$ cat config.mk
export PLATFORM = sky130hd
export DESIGN_NAME = mult_job_scheduler
export DESIGN_NICKNAME = d
export VERILOG_FILES = /design/src/rtl/mult_job_scheduler.sv
export SDC_FILE = /design/constraint.sdc
export NUM_CORES = 1
export LEC_CHECK = 0
export CAP_MARGIN = 20
export CORE_AREA = 3 3 207 230
export CTS_CLUSTER_DIAMETER = 150
export DETAILED_ROUTE_END_ITERATION = 6
export DIE_AREA = 0 0 210 233
export PLACE_DENSITY = 0.77
export SYNTH_ARGS = -nofsm -noshare
export SYNTH_HDL_FRONTEND = slang
export SYNTH_SLANG_ARGS = --single-unit
$ cat constraint.sdc
create_clock -name clk -period 8.2 [get_ports clk]
set_clock_uncertainty 0.05 [all_clocks]
set_input_delay 2.05 -clock clk [delete_from_list [all_inputs] [get_ports clk]]
set_output_delay 2.05 -clock clk [all_outputs]
set_load 0.01 [all_outputs]
$ cat src/rtl/mult_job_scheduler.sv
// Host-bus job sequencer for the 24x24 multiply/popcount datapath: queues operand
// pairs, issues them one at a time over start/done, and buffers results for readback.
module mult_job_scheduler #(
  parameter int DEPTH   = 4,
  parameter int TIMEOUT = 64
) (
  input  logic        clk,
  input  logic        n_reset,
  input  logic [15:0] saddress,
  input  logic        srd,
  input  logic        swr,
  input  logic [31:0] sdata_in,
  output logic [31:0] sdata_out,
  output logic        dp_start,
  output logic [23:0] dp_a1,
  output logic [23:0] dp_a2,
  input  logic        dp_busy,
  input  logic        dp_done,
  input  logic [31:0] dp_w,
  input  logic [23:0] dp_l,
  input  logic        dp_valid,
  output logic [15:0] job_count,
  output logic        irq
);
  localparam int AW = $clog2(DEPTH);
  localparam int TW = $clog2(TIMEOUT + 1);
  localparam logic [15:0] ADDR_A1  = 16'h0380;
  localparam logic [15:0] ADDR_A2  = 16'h0388;
  localparam logic [15:0] ADDR_W   = 16'h0390;
  localparam logic [15:0] ADDR_L   = 16'h0398;
  localparam logic [15:0] ADDR_CTL = 16'h03A0;

  typedef enum logic [1:0] {S_IDLE, S_ISSUE, S_WAIT, S_STORE} state_t;

  state_t      state_q, state_d;
  logic        swr_q, swr_d, srd_q, srd_d;
  logic [23:0] a1_q, a1_d, a2_q, a2_d;
  logic [AW:0] jwp_q, jwp_d, jrp_q, jrp_d;
  logic [AW:0] rwp_q, rwp_d, rrp_q, rrp_d;
  logic [31:0] sdata_out_q, sdata_out_d;
  logic        dp_start_q, dp_start_d;
  logic [23:0] dp_a1_q, dp_a1_d, dp_a2_q, dp_a2_d;
  logic [15:0] job_count_q, job_count_d;
  logic        ovf_q, ovf_d, unf_q, unf_d, tmo_q, tmo_d;
  logic [TW-1:0] wait_cnt_q, wait_cnt_d;
  // Result entry layout: {timed_out, valid, L[23:0], W[31:0]}
  logic [57:0] hold_q, hold_d;

  logic [47:0] job_mem [DEPTH];
  logic [57:0] res_mem [DEPTH];

  logic        wr_edge, rd_edge;
  logic        job_push, job_pop, res_push, res_pop;
  logic [AW:0] job_level, res_level;
  logic        job_empty, job_full, res_empty, res_full;
  logic [47:0] job_head;
  logic [57:0] res_head;
  logic [31:0] status;
  logic        unused_sdata;

  assign unused_sdata = ^sdata_in[30:24];

  assign wr_edge   = swr & ~swr_q;
  assign rd_edge   = srd & ~srd_q;
  assign job_level = jwp_q - jrp_q;
  assign res_level = rwp_q - rrp_q;
  assign job_empty = (job_level == '0);
  assign res_empty = (res_level == '0);
  assign job_full  = (job_level == (AW+1)'(DEPTH));
  assign res_full  = (res_level == (AW+1)'(DEPTH));
  assign job_head  = job_mem[jrp_q[AW-1:0]];
  assign res_head  = res_empty ? 58'h0 : res_mem[rrp_q[AW-1:0]];

  assign status = {14'h0, res_head[57], res_head[56], 4'(res_level), 4'(job_level),
                   2'b00, tmo_q, unf_q, ovf_q, ~res_empty, job_full, (state_q != S_IDLE)};

  always_comb begin
    state_d     = state_q;
    swr_d       = swr;
    srd_d       = srd;
    a1_d        = a1_q;
    a2_d        = a2_q;
    jwp_d       = jwp_q;
    jrp_d       = jrp_q;
    rwp_d       = rwp_q;
    rrp_d       = rrp_q;
    sdata_out_d = sdata_out_q;
    dp_start_d  = 1'b0;
    dp_a1_d     = dp_a1_q;
    dp_a2_d     = dp_a2_q;
    job_count_d = job_count_q;
    ovf_d       = ovf_q;
    unf_d       = unf_q;
    tmo_d       = tmo_q;
    wait_cnt_d  = wait_cnt_q;
    hold_d      = hold_q;
    job_push    = 1'b0;
    job_pop     = 1'b0;
    res_push    = 1'b0;
    res_pop     = 1'b0;

    if (wr_edge) begin
      case (saddress)
        ADDR_A1: a1_d = sdata_in[23:0];
        ADDR_A2: a2_d = sdata_in[23:0];
        ADDR_CTL: begin
          if (sdata_in[31]) begin
            ovf_d = 1'b0;
            unf_d = 1'b0;
            tmo_d = 1'b0;
          end else if (job_full) begin
            ovf_d = 1'b1;
          end else begin
            job_push = 1'b1;
          end
        end
        default: ;
      endcase
    end

    // Status is built from registered state, so a same-cycle write is not visible yet
    if (rd_edge) begin
      case (saddress)
        ADDR_W: begin
          if (res_empty) begin
            sdata_out_d = 32'h0;
            unf_d       = 1'b1;
          end else begin
            sdata_out_d = res_head[31:0];
            res_pop     = 1'b1;
          end
        end
        ADDR_L:   sdata_out_d = {8'h0, res_head[55:32]};
        ADDR_CTL: sdata_out_d = status;
        default:  sdata_out_d = 32'h0;
      endcase
    end

    case (state_q)
      S_IDLE: begin
        if (!job_empty && !res_full && !dp_busy) begin
          state_d    = S_ISSUE;
          dp_start_d = 1'b1;
          dp_a1_d    = job_head[47:24];
          dp_a2_d    = job_head[23:0];
          job_pop    = 1'b1;
        end
      end
      S_ISSUE: begin
        state_d    = S_WAIT;
        wait_cnt_d = '0;
      end
      S_WAIT: begin
        if (dp_done) begin
          hold_d  = {1'b0, dp_valid, dp_l, dp_w};
          state_d = S_STORE;
        end else if (wait_cnt_q == TW'(TIMEOUT - 1)) begin
          hold_d  = {1'b1, 57'h0};
          tmo_d   = 1'b1;
          state_d = S_STORE;
        end else begin
          wait_cnt_d = wait_cnt_q + 1'b1;
        end
      end
      S_STORE: begin
        res_push    = 1'b1;
        job_count_d = job_count_q + 16'd1;
        state_d     = S_IDLE;
      end
      default: state_d = S_IDLE;
    endcase

    if (job_push) jwp_d = jwp_q + 1'b1;
    if (job_pop)  jrp_d = jrp_q + 1'b1;
    if (res_push) rwp_d = rwp_q + 1'b1;
    if (res_pop)  rrp_d = rrp_q + 1'b1;
  end

  always_ff @(posedge clk or negedge n_reset) begin
    if (!n_reset) begin
      state_q     <= S_IDLE;
      swr_q       <= 1'b0;
      srd_q       <= 1'b0;
      a1_q        <= '0;
      a2_q        <= '0;
      jwp_q       <= '0;
      jrp_q       <= '0;
      rwp_q       <= '0;
      rrp_q       <= '0;
      sdata_out_q <= '0;
      dp_start_q  <= 1'b0;
      dp_a1_q     <= '0;
      dp_a2_q     <= '0;
      job_count_q <= '0;
      ovf_q       <= 1'b0;
      unf_q       <= 1'b0;
      tmo_q       <= 1'b0;
      wait_cnt_q  <= '0;
      hold_q      <= '0;
    end else begin
      state_q     <= state_d;
      swr_q       <= swr_d;
      srd_q       <= srd_d;
      a1_q        <= a1_d;
      a2_q        <= a2_d;
      jwp_q       <= jwp_d;
      jrp_q       <= jrp_d;
      rwp_q       <= rwp_d;
      rrp_q       <= rrp_d;
      sdata_out_q <= sdata_out_d;
      dp_start_q  <= dp_start_d;
      dp_a1_q     <= dp_a1_d;
      dp_a2_q     <= dp_a2_d;
      job_count_q <= job_count_d;
      ovf_q       <= ovf_d;
      unf_q       <= unf_d;
      tmo_q       <= tmo_d;
      wait_cnt_q  <= wait_cnt_d;
      hold_q      <= hold_d;
    end
  end

  // FIFO storage carries no reset; empty-state reads are masked above
  always_ff @(posedge clk) begin
    if (job_push) job_mem[jwp_q[AW-1:0]] <= {a1_q, a2_q};
  end

  always_ff @(posedge clk) begin
    if (res_push) res_mem[rwp_q[AW-1:0]] <= hold_q;
  end

  assign sdata_out = sdata_out_q;
  assign dp_start  = dp_start_q;
  assign dp_a1     = dp_a1_q;
  assign dp_a2     = dp_a2_q;
  assign job_count = job_count_q;
  assign irq       = ~res_empty | ovf_q | unf_q | tmo_q;

endmodule

== Word level (Yosys, flattened, before mapping) ==
Memories as Yosys holds them, arrays and structs flattened. A register that Yosys moved wholly into a read port is not among the register bits.
Index checks and enable logic that the tools add are counted.

* Add/subtract/negate cells: 8
* Muxes and demuxes: 40
* Equality and inequality tests: 15
* Bitwise gates (word level): 8
* Reductions and logical operators: 20

{| class="wikitable"
|+ Operators by type and width
! operator !! count
|-
| $mux 58 || 3
|-
| $pmux 32 s3 || 1
|-
| $eq 16x10->1 const B || 5
|-
| $mux 32 || 1
|-
| $mux 1 || 28
|-
| $add 16x1->16 const B || 1
|-
| $mux 7 || 2
|-
| $pmux 7 s2 || 1
|-
| $add 3x1->3 const B || 4
|-
| $reduce_and 2->1 || 5
|-
| $pmux 2 s4 || 1
|-
| $reduce_bool 2->1 || 4
|-
| $add 7x1->7 const B || 1
|-
| $eq 7x6->1 const B || 1
|-
| $eq 3x3->1 const B || 2
|-
| $logic_not 3->1 || 2
|-
| $mux 2 || 3
|-
| $ne 2x2->1 const B || 3
|-
| $reduce_and 3->1 || 2
|-
| $sub 3x3->3 || 2
|-
| $eq 2x2->1 const B || 2
|-
| $logic_not 1->1 || 4
|-
| $ne 3x3->1 const B || 1
|-
| $not 1->1 || 3
|-
| 5 further kinds || 9
|}

* Output and inout bits: 98
* Word-level logic and storage cells: 110
* Input port bits: 111
* Memories: 2
* Memory bits (writable): 424
* Bits in registers: 181

{| class="wikitable"
|+ Memories
! memory !! depth !! bits a word !! rd ports !! clocked after memory_dff !! write ports !! line !! source
|-
| res_mem || 4 || 58 || 1 || 0 || 1 || 50 || <nowiki>logic [57:0] res_mem [DEPTH];</nowiki>
|-
| job_mem || 4 || 48 || 1 || 1 || 1 || 49 || <nowiki>logic [47:0] job_mem [DEPTH];</nowiki>
|}

== Longest topological paths before layout ==
Gate-level depths: netlist of run 1.

* Depth after elaboration: 8
* Gate-level depth with buffers: 12
* Gate-level depth less buffers: 8

== Worst setup path before layout of run 1 ==
OpenSTA, ideal clock, no wires.

* Path type: input port to flip-flop
* From: in saddress[13]
* To: mem job_mem[0][0] (enable)
* Cell stages on the path: 4
* Library setup time: 410 ps
* Setup slack: 3422 ps
* Buffers on the path: 0
* Required time: 7740 ps
* Arrival: 4318 ps
* Path through: nor4_1 > nand2_1 > nor4b_2 > and2_1

* Longest elaborated chain between the ends: 5

{| class="wikitable"
|+ Ends and longest elaborated chain
! what !! line !! source
|-
| from (decl) || 9 || <nowiki>input logic [15:0] saddress,</nowiki>
|-
| $eq 16x10->1 || 103 || <nowiki>case (saddress)</nowiki>
|-
| $mux 1 || 103 ||
|-
| $mux 1 || 102 || <nowiki>if (wr_edge) begin</nowiki>
|-
| $mux 1 || 225 || <nowiki>if (job_push) job_mem[jwp_q[AW-1:0]] <= {a1_q, a2_q};</nowiki>
|-
| $mux 1 (implied by the code) || 225 ||
|-
| to (decl) || 49 ||
|}

No other way between the ends.

== Worst setup path after layout of run 1 ==
* From: reg rrp_q[0]
* To: out irq

* Longest elaborated chain between the ends: 6

{| class="wikitable"
|+ Ends and longest elaborated chain
! what !! line !! source
|-
| from (decl) || 39 || <nowiki>logic [AW:0] rwp_q, rwp_d, rrp_q, rrp_d;</nowiki>
|-
| from (signal assigned) || 209 || <nowiki>rrp_q <= rrp_d;</nowiki>
|-
| $sub 3x3->3 || 66 || <nowiki>assign res_level = rwp_q - rrp_q;</nowiki>
|-
| $logic_not 3->1 || 68 || <nowiki>assign res_empty = (res_level == '0);</nowiki>
|-
| $not 1->1 || 237 || <nowiki>assign irq = ~res_empty | ovf_q | unf_q | tmo_q;</nowiki>
|-
| $or 1x1->1 (3 in a row) || 237 ||
|-
| to (decl) || 23 || <nowiki>output logic irq</nowiki>
|}

No other way between the ends.

==> results of run 1 <==
==> registers in the layout, indices dropped and copies added (netlist names) <==
register	flops
rwp_q	3
sdata_out	32
dp_start	1
jrp_q	3
ovf_q	1
srd_q	1
tmo_q	1
wait_cnt_q	7
res_mem	232
a1_q	24
job_mem	192
state_q	2
swr_q	1
job_count	16
jwp_q	3
dp_a1	24
dp_a2	24
unf_q	1
a2_q	24
hold_q	58
rrp_q	3
==> layer usage <==
layer / track usage / share of wire / vias to the layer above
li1: - / - / 5499
met1: 0.280 / 0.40 / 6728
met2: 0.361 / 0.51 / 445
met3: 0.0418 / 0.066 / 73
met4: 0.0668 / 0.021 / 2
met5: 0 / 0.00035 / -
==> path summary, 6_finish.rpt <==
kind,from,end,slack (ps),cells past startpoint
max,rrp_q[0],irq,2480,7
min,job_count[15],job_count[15],430,1
max reg2reg,jrp_q[0],job_mem[2][5],4080,9
min reg2reg,job_count[15],job_count[15],430,1
max in group asynchronous,n_reset,rrp_q[0],5050,2
min in group asynchronous,n_reset,dp_a2[4],1440,1
==> worst register-to-register path: cells and delay by family, from the launching register on <==
kind / cells / cell delay (ps)
xor+xnor: 1 / 470
flops: 1 / 390
buf+inv: 3 / 880
simple gates: 3 / 1400
fa+ha+maj: 2 / 560
==> per-stage QoR <==
step | setup slack, ps | instance area (µm²) | cells | utilization | total power [W]
2_1_floorplan | 3420 | 24900 | 1268 | - | 0.00536
3_3_place_gp | 2330 | 27600 | 2010 | 0.606 | 0.00600
3_5_place_dp | 2280 | 27600 | 2010 | 0.606 | 0.00607
5_1_grt | 2290 | 29800 | 2132 | 0.655 | 0.00933
6_report | 2480 | 29800 | 2132 | 0.655 | 0.00897
4_1_cts | 2440 | 29700 | 2130 | 0.654 | 0.00904
==> cell families (layout without fill, tap and decap cells) <==
logic type,Yosys count,count (layout),share of synthesized area
buffers and inverters,89,365,0.0160
multiplexers,209,209,0.146
XOR/XNOR,26,26,0.0103
AND/OR/NAND/NOR,162,162,0.0392
AO/OA/AOI/OAI,109,109,0.0368
adder cells (fa/ha/maj),20,20,0.0107
flip-flops,653,653,0.741
==> power by group <==
part           switching (W)  internal, W  total, W
logic               0.000725     0.000784   0.00151
clock network        0.00119      0.00178   0.00297
registers           0.000325      0.00417   0.00449
==> layout make-up <==
class / instances / share of cell area
well taps: 588 / 0.0247
repair buffers: 226 / 0.0749
multi-input cells: 526 / 0.205
clock buffers: 98 / 0.0658
flip-flops and latches: 653 / 0.621
clock inverters: 22 / 0.00694
inverters: 19 / 0.00240
==> cells in the final DEF (no fill, tap or decap), drive strengths merged, types with 4 or more instances in the layout <==
cell type      instances
bufinv                 4
inv                   20
xnor2                 14
edfxtp               424
a21bo                  4
nand3                 41
mux4                 106
buf                   26
a22o                  68
nand4                 29
nor4                   8
mux2                 102
nand2                 23
clkinv                16
a32oi                  6
dfrtp                229
ha                    18
xor2                  10
a31oi                  7
nor3                   4
clkbuf                98
nor2b                  5
and2                  16
and3                   7
nor2                   9
clkdlybuf4s50        200
o21ai                  6
==> results.yml, run 1 <==
global_route:
  track_usage: 0.212
  grt_pass1_wl_mm: 78.3
  grt.overflow.total: 0
  antenna_found_initial: 1
  grt_max_degree: 93
  grt_pass1_vias: 13400
drt:
  wl_mm: 51.0
  drc: 0
  drt_iter0_markers: 993
  drt-pass1-iter-count: 5
  wl_per_cell_um: 23.9
  viasPerCell: 5.98
  drtAntennaViolNets: 0
  vias: 12700
logic_synthesis:
  ys_seq_elements: 653
  ys.flop_type: "edfxtp_1"
  syn_area_mm2: 0.0249
  synth_common_cells: "edfxtp_1 (424), dfrtp_1 (229), mux4_2 (106), mux2_2 (80), a22o_1 (68)"
  synth_top_area_share: 0.511
  synth_cell_types: 63
  synth_fp_nets: 1399
  synth_area_leaders: "edfxtp_1 (51%), dfrtp_1 (23%), mux4_2 (9.6%)"
  synth_edf_count: 424
  synth_most_common_cell: "edfxtp_1"
  ys_warn_count: 0
  ys_seq_area_frac: 0.741
  synth.avg_cell_area_um2: 19.6
  synthCells: 1268
  yosys.area.top_type: "edfxtp_1"
  synthArstFlopShare: 0.351
hold_path:
  hp-class: "flip-flop to flip-flop"
sta:
  tns_ps: 0
  whs_ps: 427
  setup_viol: 0
  layout_min_cycle_time_ps: 5720
  timing_hold_violations_final: 0
  slew_violations: 0
  worst_pin_slew_ps: 997
  clock.fmax_mhz: 175
  rsz0062_at_grt: "no"
  slew_headroom: 0.336
  finalCritPeriodShare: 0.697
floorplan:
  dieHeight_um: 233
  start_util: 0.548
  die_area_mm2: 0.0489
  rows: 82
  pin_count: 209
  core_mm2: 0.0455
  die_w_um: 210
clock_tree:
  cts_resized: 0
  clockRootBuffer: "clkbuf_16"
  cts_setup_buffers: 0
  cts-htree-levels: 3
  cts_hold_buf: 0
  cts_buffers: 66
  cts_tree: "done"
  clkLatencyLatePin_ps: 590
  cts_sinks: 653
  clkTransAtPathRegs_ps: 60
  clock_path_buffers: 3
final_layout:
  antenna_cells: 0
  seq_area_mm2: 0.0185
  fillerInstances: 2988
  fin_nets: 1623
  drive_gt1_frac: 0.229
  multi_input_area_mm2: 0.00609
  area_growth_pct: 19.5
power:
  ir_drop_uv: 233
  p_leak_nw: 11.5
  p_per_area_mw_per_mm2: 301
status:
  outcome: "finished, final reports clean"
placement:
  dp_hpwl_mm: 29.6
  gp_congestion: 0.835
  io_buffers: 201
critical_path:
  crit_arrival_ps: 3620
  path_cells: "ha_1 -> inv_1 -> fa_1 -> nor2b_1 -> nand2b_1 -> or4_1 -> clkdlybuf4s50_1"
  crit_type: "flip-flop to output port"
  cpPeakStageDelay_ps: 890
  path_max_fanout: 34
  worst_setup_path_start_kind: "flip-flop"
  path_buf_inv: 2
  slowest_stage: "dfrtp_4"
  end_kind: "output port"
  cp_top_family: "flip-flops"
  required_ps: 6100
job:
  maxCapViolations: 0
Power figures use the tool's default switching activity.
==> inputs of run 2 (changes only) <==
==> constraint.sdc (replaced) <==
create_clock -name clk -period 5.3 [get_ports clk]
set_clock_uncertainty 0.05 [all_clocks]
set_input_delay 1.325 -clock clk [delete_from_list [all_inputs] [get_ports clk]]
set_output_delay 1.325 -clock clk [all_outputs]
set_load 0.01 [all_outputs]
==> run 2 against run 1 <==
Effect of this change:
- clock power rose by 64%
- core utilization increased by 0.53 points
- final cell count grew 0.23%
- sequential cell count unchanged
- power is 58% higher
- clock-buffer cell count fell by 9
- worst setup slack lost 1700 ps
- sequential share of layout area fell by 0.50 points
- register-to-register slack worse by 2500 ps
- combinational power increased by 54%
- critical path type unchanged
- largest cell class unchanged
==> results.yml, run 2 (same netlist as run 1, synthesis figures left out) <==
status:
  outcome: "finished, final reports clean"
drt:
  drc: 0
  drt-pass1-iter-count: 5
  wl_mm: 50.9
  vias: 12700
  drtAntennaViolNets: 0
  drt_iter0_markers: 1032
  viasPerCell: 5.95
  wl_per_cell_um: 23.8
placement:
  dp_worst_setup_slack_ps: 753
  io_buffers: 201
  gp_congestion: 0.851
  dp_hpwl_mm: 30.5
sta:
  layout_min_cycle_time_ps: 4540
  slew_violations: 0
  clock.fmax_mhz: 220
  setup_viol: 0
  rsz0062_at_grt: "no"
  tns_ps: 0
  finalWorstSetupSlack_ps: 760
  slew_headroom: 0.291
  worst_pin_slew_ps: 1060
  finalCritPeriodShare: 0.857
  timing_hold_violations_final: 0
critical_path:
  r2r-start: "jwp_q[0]"
  slowest_stage: "clkdlybuf4s50_1"
  crit_type: "flip-flop to output port"
  rrSetupSlack_ps: 1620
  worst_setup_path_start_kind: "flip-flop"
  end_kind: "output port"
  path_cells: "inv_1 -> ha_1 -> inv_1 -> fa_1 -> xnor3_1 -> nand2b_1 -> or4_1 -> clkdlybuf4s50_1"
  cpPeakStageDelay_ps: 520
  path_max_fanout: 4
  required_ps: 3920
  crit_arrival_ps: 3160
  r2r.worst_path.cells: 9
  r2r_end: "dp_a2[19]"
  crit_top_cell: "inv_1"
power:
  power.switching_w: 0.00349
  p_per_area_mw_per_mm2: 472
  p_clk_frac: 0.344
  p_leak_nw: 11.6
  combPwrFrac: 0.165
  cellInternalPower_w: 0.0107
  netSwitchingFraction: 0.246
  finalPower_w: 0.0142
  ir_drop_uv: 369
  p_seq_frac: 0.492
hold_path:
  hp-class: "flip-flop to flip-flop"
  hold_path_depth: 1
  hp-start: "job_count[15]"
  min_to: "job_count[15]"
clock_tree:
  cts_tree: "done"
  clkLatencyLatePin_ps: 600
  clkTransAtPathRegs_ps: 70
  clockRootBuffer: "clkbuf_16"
  cts-htree-levels: 3
  cts_hold_buf: 0
  cts_resized: 0
  cts_sinks: 653
  cts_buffers: 66
  clock_path_buffers: 3
  cts_setup_buffers: 0
floorplan:
  core_mm2: 0.0455
  pin_count: 209
  rows: 82
  die_w_um: 210
  dieHeight_um: 233
  start_util: 0.548
  die_area_mm2: 0.0489
final_layout:
  final_common_cell: "edfxtp_1"
  largest_register_ffs: 232
  postLayoutCoreUtil: 0.660
  fillerInstances: 2929
  multi_input_area_mm2: 0.00609
  seq_area_mm2: 0.0185
  fin_nets: 1627
  drive_gt1_frac: 0.238
  area_growth_pct: 20.5
  final_cell_mix: "edfxtp_1 (424), dfrtp_1 (225), clkdlybuf4s50_1 (200)"
global_route:
  grt_pass1_wl_mm: 79.6
  globalRouteMet1Util: 0.281
  busiest_layer: "met2"
  grtUsageMet3: 0.0467
  grt_pass1_vias: 13400
  met2_usage: 0.364
  grt.overflow.total: 0
  grt_max_degree: 102
  antenna_found_initial: 1
  track_usage: 0.215
job:
  maxCapViolations: 0
-- run 2: how the worst max path moves through the flow --
| stage | from | to | slack (ps) | cells past startpoint |
|---|---|---|---|---|
| global route | rwp_q[0] | irq | 620 | 8 |
| detailed placement | saddress[1] | job_mem[3][4] | 750 | 6 |
| CTS | rwp_q[0] | irq | 720 | 8 |
| floorplan | saddress[13] | job_mem[2][0] | 1250 | 4 |
| global placement | saddress[1] | job_mem[0][18] | 760 | 6 |
| finish | rwp_q[0] | irq | 760 | 8 |
-- run 2: power groups by stage --
stage	clock (W)	sequential, W	combinational, W
3_5_place_dp	0	0.00707	0.00235
5_1_grt	0.00519	0.00706	0.00253
6_report	0.00487	0.00697	0.00233
4_1_cts	0.00497	0.00698	0.00236
3_3_place_gp	0	0.00699	0.00230
2_1_floorplan	0	0.00699	0.00131
-- run 2: cell type report --
class | instances | share of cell area
diodes | 1 | 0.0000834
clock buffers | 89 | 0.0635
clock inverters | 31 | 0.0137
inverters | 19 | 0.00238
multi-input cells | 526 | 0.203
flip-flops and latches | 653 | 0.616
well taps | 588 | 0.0245
repair buffers | 230 | 0.0772
-- run 2: through the flow --
step,hold WS (ps),cell area [µm²],std cells
floorplan,397,24900,1268
global placement,406,27700,2015
detailed placement,411,27700,2015
CTS,419,30000,2135
global route,430,30000,2136
finish,417,30000,2137
-- run 2: worst max-delay path: cells and delay by family (launching register included) --
kind,cells,cell delay (ps)
buffers and inverters,3,700
AND/OR/NAND/NOR,2,660
adder cells (fa/ha/maj),2,520
flip-flops,1,430
XOR/XNOR,1,260
-- run 2: layer usage --
layer,vias to the layer above,part of all wire
met3,95,0.070
met4,2,0.027
li1,5515,-
met5,-,0.00026
met1,6653,0.39
met2,447,0.51
==> inputs of run 3 (changes only) <==
--- a/config.mk
+++ b/config.mk
@@ -6,11 +6,14 @@
 export NUM_CORES = 1
 export LEC_CHECK = 0
 export CAP_MARGIN = 20
-export CORE_AREA = 3 3 207 230
+export CELL_PAD_IN_SITES_DETAIL_PLACEMENT = 0
+export CELL_PAD_IN_SITES_GLOBAL_PLACEMENT = 1
+export CORE_AREA = 3 3 217 241
 export CTS_CLUSTER_DIAMETER = 150
 export DETAILED_ROUTE_END_ITERATION = 6
-export DIE_AREA = 0 0 210 233
-export PLACE_DENSITY = 0.77
+export DIE_AREA = 0 0 220 244
+export GPL_TIMING_DRIVEN = 0
+export PLACE_DENSITY = 0.79
 export SYNTH_ARGS = -nofsm -noshare
 export SYNTH_HDL_FRONTEND = slang
 export SYNTH_SLANG_ARGS = --single-unit
==> run 3 against run 2 <==
Effect of this change:
- global-route usage fell by 0.82 points
- sequential cell count is the same
- maximum frequency is 13% lower
- sequential power about the same
- register-to-register slack worse by 800 ps
- critical path type unchanged
- critical endpoint unchanged
==> results.yml, run 3 (same netlist as run 1, synthesis figures left out) <==
power:
  p_leak_nw: 11.7
  ir_drop_uv: 282
  power.switching_w: 0.00359
  p_per_area_mw_per_mm2: 464
  p_seq_frac: 0.495
  combPwrFrac: 0.175
  netSwitchingFraction: 0.255
  finalPower_w: 0.0140
  p_clk_frac: 0.330
  cellInternalPower_w: 0.0105
placement:
  gp_congestion: 0.899
  place_area_mm2: 0.0281
  io_buffers: 201
  dp_hpwl_mm: 35.9
  dp_cells: 2145
drt:
  wl_per_cell_um: 24.0
  drt_iter0_markers: 925
  drtAntennaViolNets: 0
  wl_mm: 54.3
  drt-pass1-iter-count: 5
  drc: 0
  viasPerCell: 5.71
  vias: 12900
floorplan:
  rows: 86
  pin_count: 209
  die_area_mm2: 0.0537
  dieHeight_um: 244
  core_mm2: 0.0499
  start_util: 0.499
  die_w_um: 220
critical_path:
  end_kind: "output port"
  required_ps: 3920
  crit_start: "rrp_q[1]"
  worst_setup_path_start_kind: "flip-flop"
  r2r.worst_path.cells: 9
  crit_arrival_ps: 3820
  r2r-start: "jrp_q[1]"
  path_cells: "clkbuf_4 -> clkbuf_4 -> inv_1 -> fa_1 -> nor2b_1 -> nand2b_1 -> or4_1 -> clkdlybuf4s50_1"
  crit_type: "flip-flop to output port"
  path_max_fanout: 10
  r2r_end: "job_mem[0][3]"
  rrSetupSlack_ps: 820
  slowest_stage: "dfrtp_1"
  crit_top_cell: "clkbuf_4"
  cpPeakStageDelay_ps: 590
status:
  outcome: "finished, final reports clean"
sta:
  timing_hold_violations_final: 0
  slew_headroom: 0.333
  clock.fmax_mhz: 193
  setup_viol: 0
  worst_pin_slew_ps: 1000
  finalCritPeriodShare: 0.980
  slew_violations: 0
  rsz0062_at_grt: "no"
  layout_min_cycle_time_ps: 5190
hold_path:
  hold_path_depth: 1
  min_to: "jwp_q[2]"
  hp-start: "jwp_q[2]"
  hp-class: "flip-flop to flip-flop"
final_layout:
  fin_area_mm2: 0.0303
  fin_cells: 2262
  drive_gt1_frac: 0.230
  final_common_cell: "edfxtp_1"
  largest_register_ffs: 232
  fin_nets: 1679
  final_cell_mix: "edfxtp_1 (424), dfrtp_1 (229), clkdlybuf4s50_1 (200)"
  area_growth_pct: 21.7
global_route:
  grt.overflow.total: 0
  grt_pass1_wl_mm: 83.1
  grt_pass1_vias: 13500
  grt_max_degree: 101
  antenna_found_initial: 1
  track_usage: 0.207
clock_tree:
  cts_sinks: 653
  clkTransAtPathRegs_ps: 60
  clock_path_buffers: 3
  cts-htree-levels: 2
  clockRootBuffer: "clkbuf_16"
  cts_resized: 4
  cts_tree: "done"
  cts_setup_buffers: 0
  cts_buffers: 61
  cts_hold_buf: 0
  clkLatencyLatePin_ps: 620
job:
  maxCapViolations: 0
==> run 3: cell types whose count changed in the layout (fill, tap and decap cells not counted), moves of 8 or more <==
cell and change:
clkbuf_16 -8, buf_4 -21, buf_2 +19, buf_1 +8, clkbuf_1 +34, buf_16 +9
==> run 3: cell type report <==
cell class                      count  area [µm²]
Sequential cell                   653       18500
Clock inverter                     33         419
Buffer                             69         332
Fill cell                        3598       19600
Multi-Input combinational cell    526        6050
Inverter                           19        71.3
Timing Repair Buffer              218        2380
Clock buffer                       83        1750
Tap cell                          660         826
Antenna cell                        1        2.50
==> run 3: power groups by stage <==
stage	Sequential, W	Combinational (W)	Clock [W]
3_3_place_gp	0.00702	0.00240	0
5_1_grt	0.00705	0.00267	0.00493
6_report	0.00695	0.00246	0.00464
3_5_place_dp	0.00705	0.00250	0
4_1_cts	0.00695	0.00252	0.00472
2_1_floorplan	0.00699	0.00131	0
==> run 3: critical path, delay by kind of cell, from the launching register on <==
kind,cells,cell delay (ps)
adder cells (fa/ha/maj),1,540
flip-flops,1,590
AND/OR/NAND/NOR,3,810
buffers and inverters,4,1260
==> run 3: worst max-delay path by stage <==
stage	endpoint	slack [ps]	cells past startpoint
floorplan	job_mem[2][0]	1250	4
global placement	hold_q[0]	-7890	1
detailed placement	irq	-140	9
CTS	irq	70	8
global route	irq	20	8
finish	irq	110	8
==> run 3: routing by layer <==
| layer | share of wire | global-route usage | routed length [µm] |
|---|---|---|---|
| met4 | 0.021 | 0.0557 | 1150 |
| met5 | 0.00024 | 0 | 13 |
| met2 | 0.51 | 0.350 | 27900 |
| met1 | 0.40 | 0.283 | 21700 |
| met3 | 0.064 | 0.0342 | 3500 |
==> run 3: through the flow <==
step           hold WS [ps]  utilization  TNS (ps)  setup WS, ps
3_3_place_gp            408        0.556  -2045830         -7890
3_5_place_dp            422        0.563      -138          -138
6_report                428        0.607         0           106
2_1_floorplan           397            -         0          1250
5_1_grt                 436        0.607         0          24.2
4_1_cts                 430        0.607         0          71.0
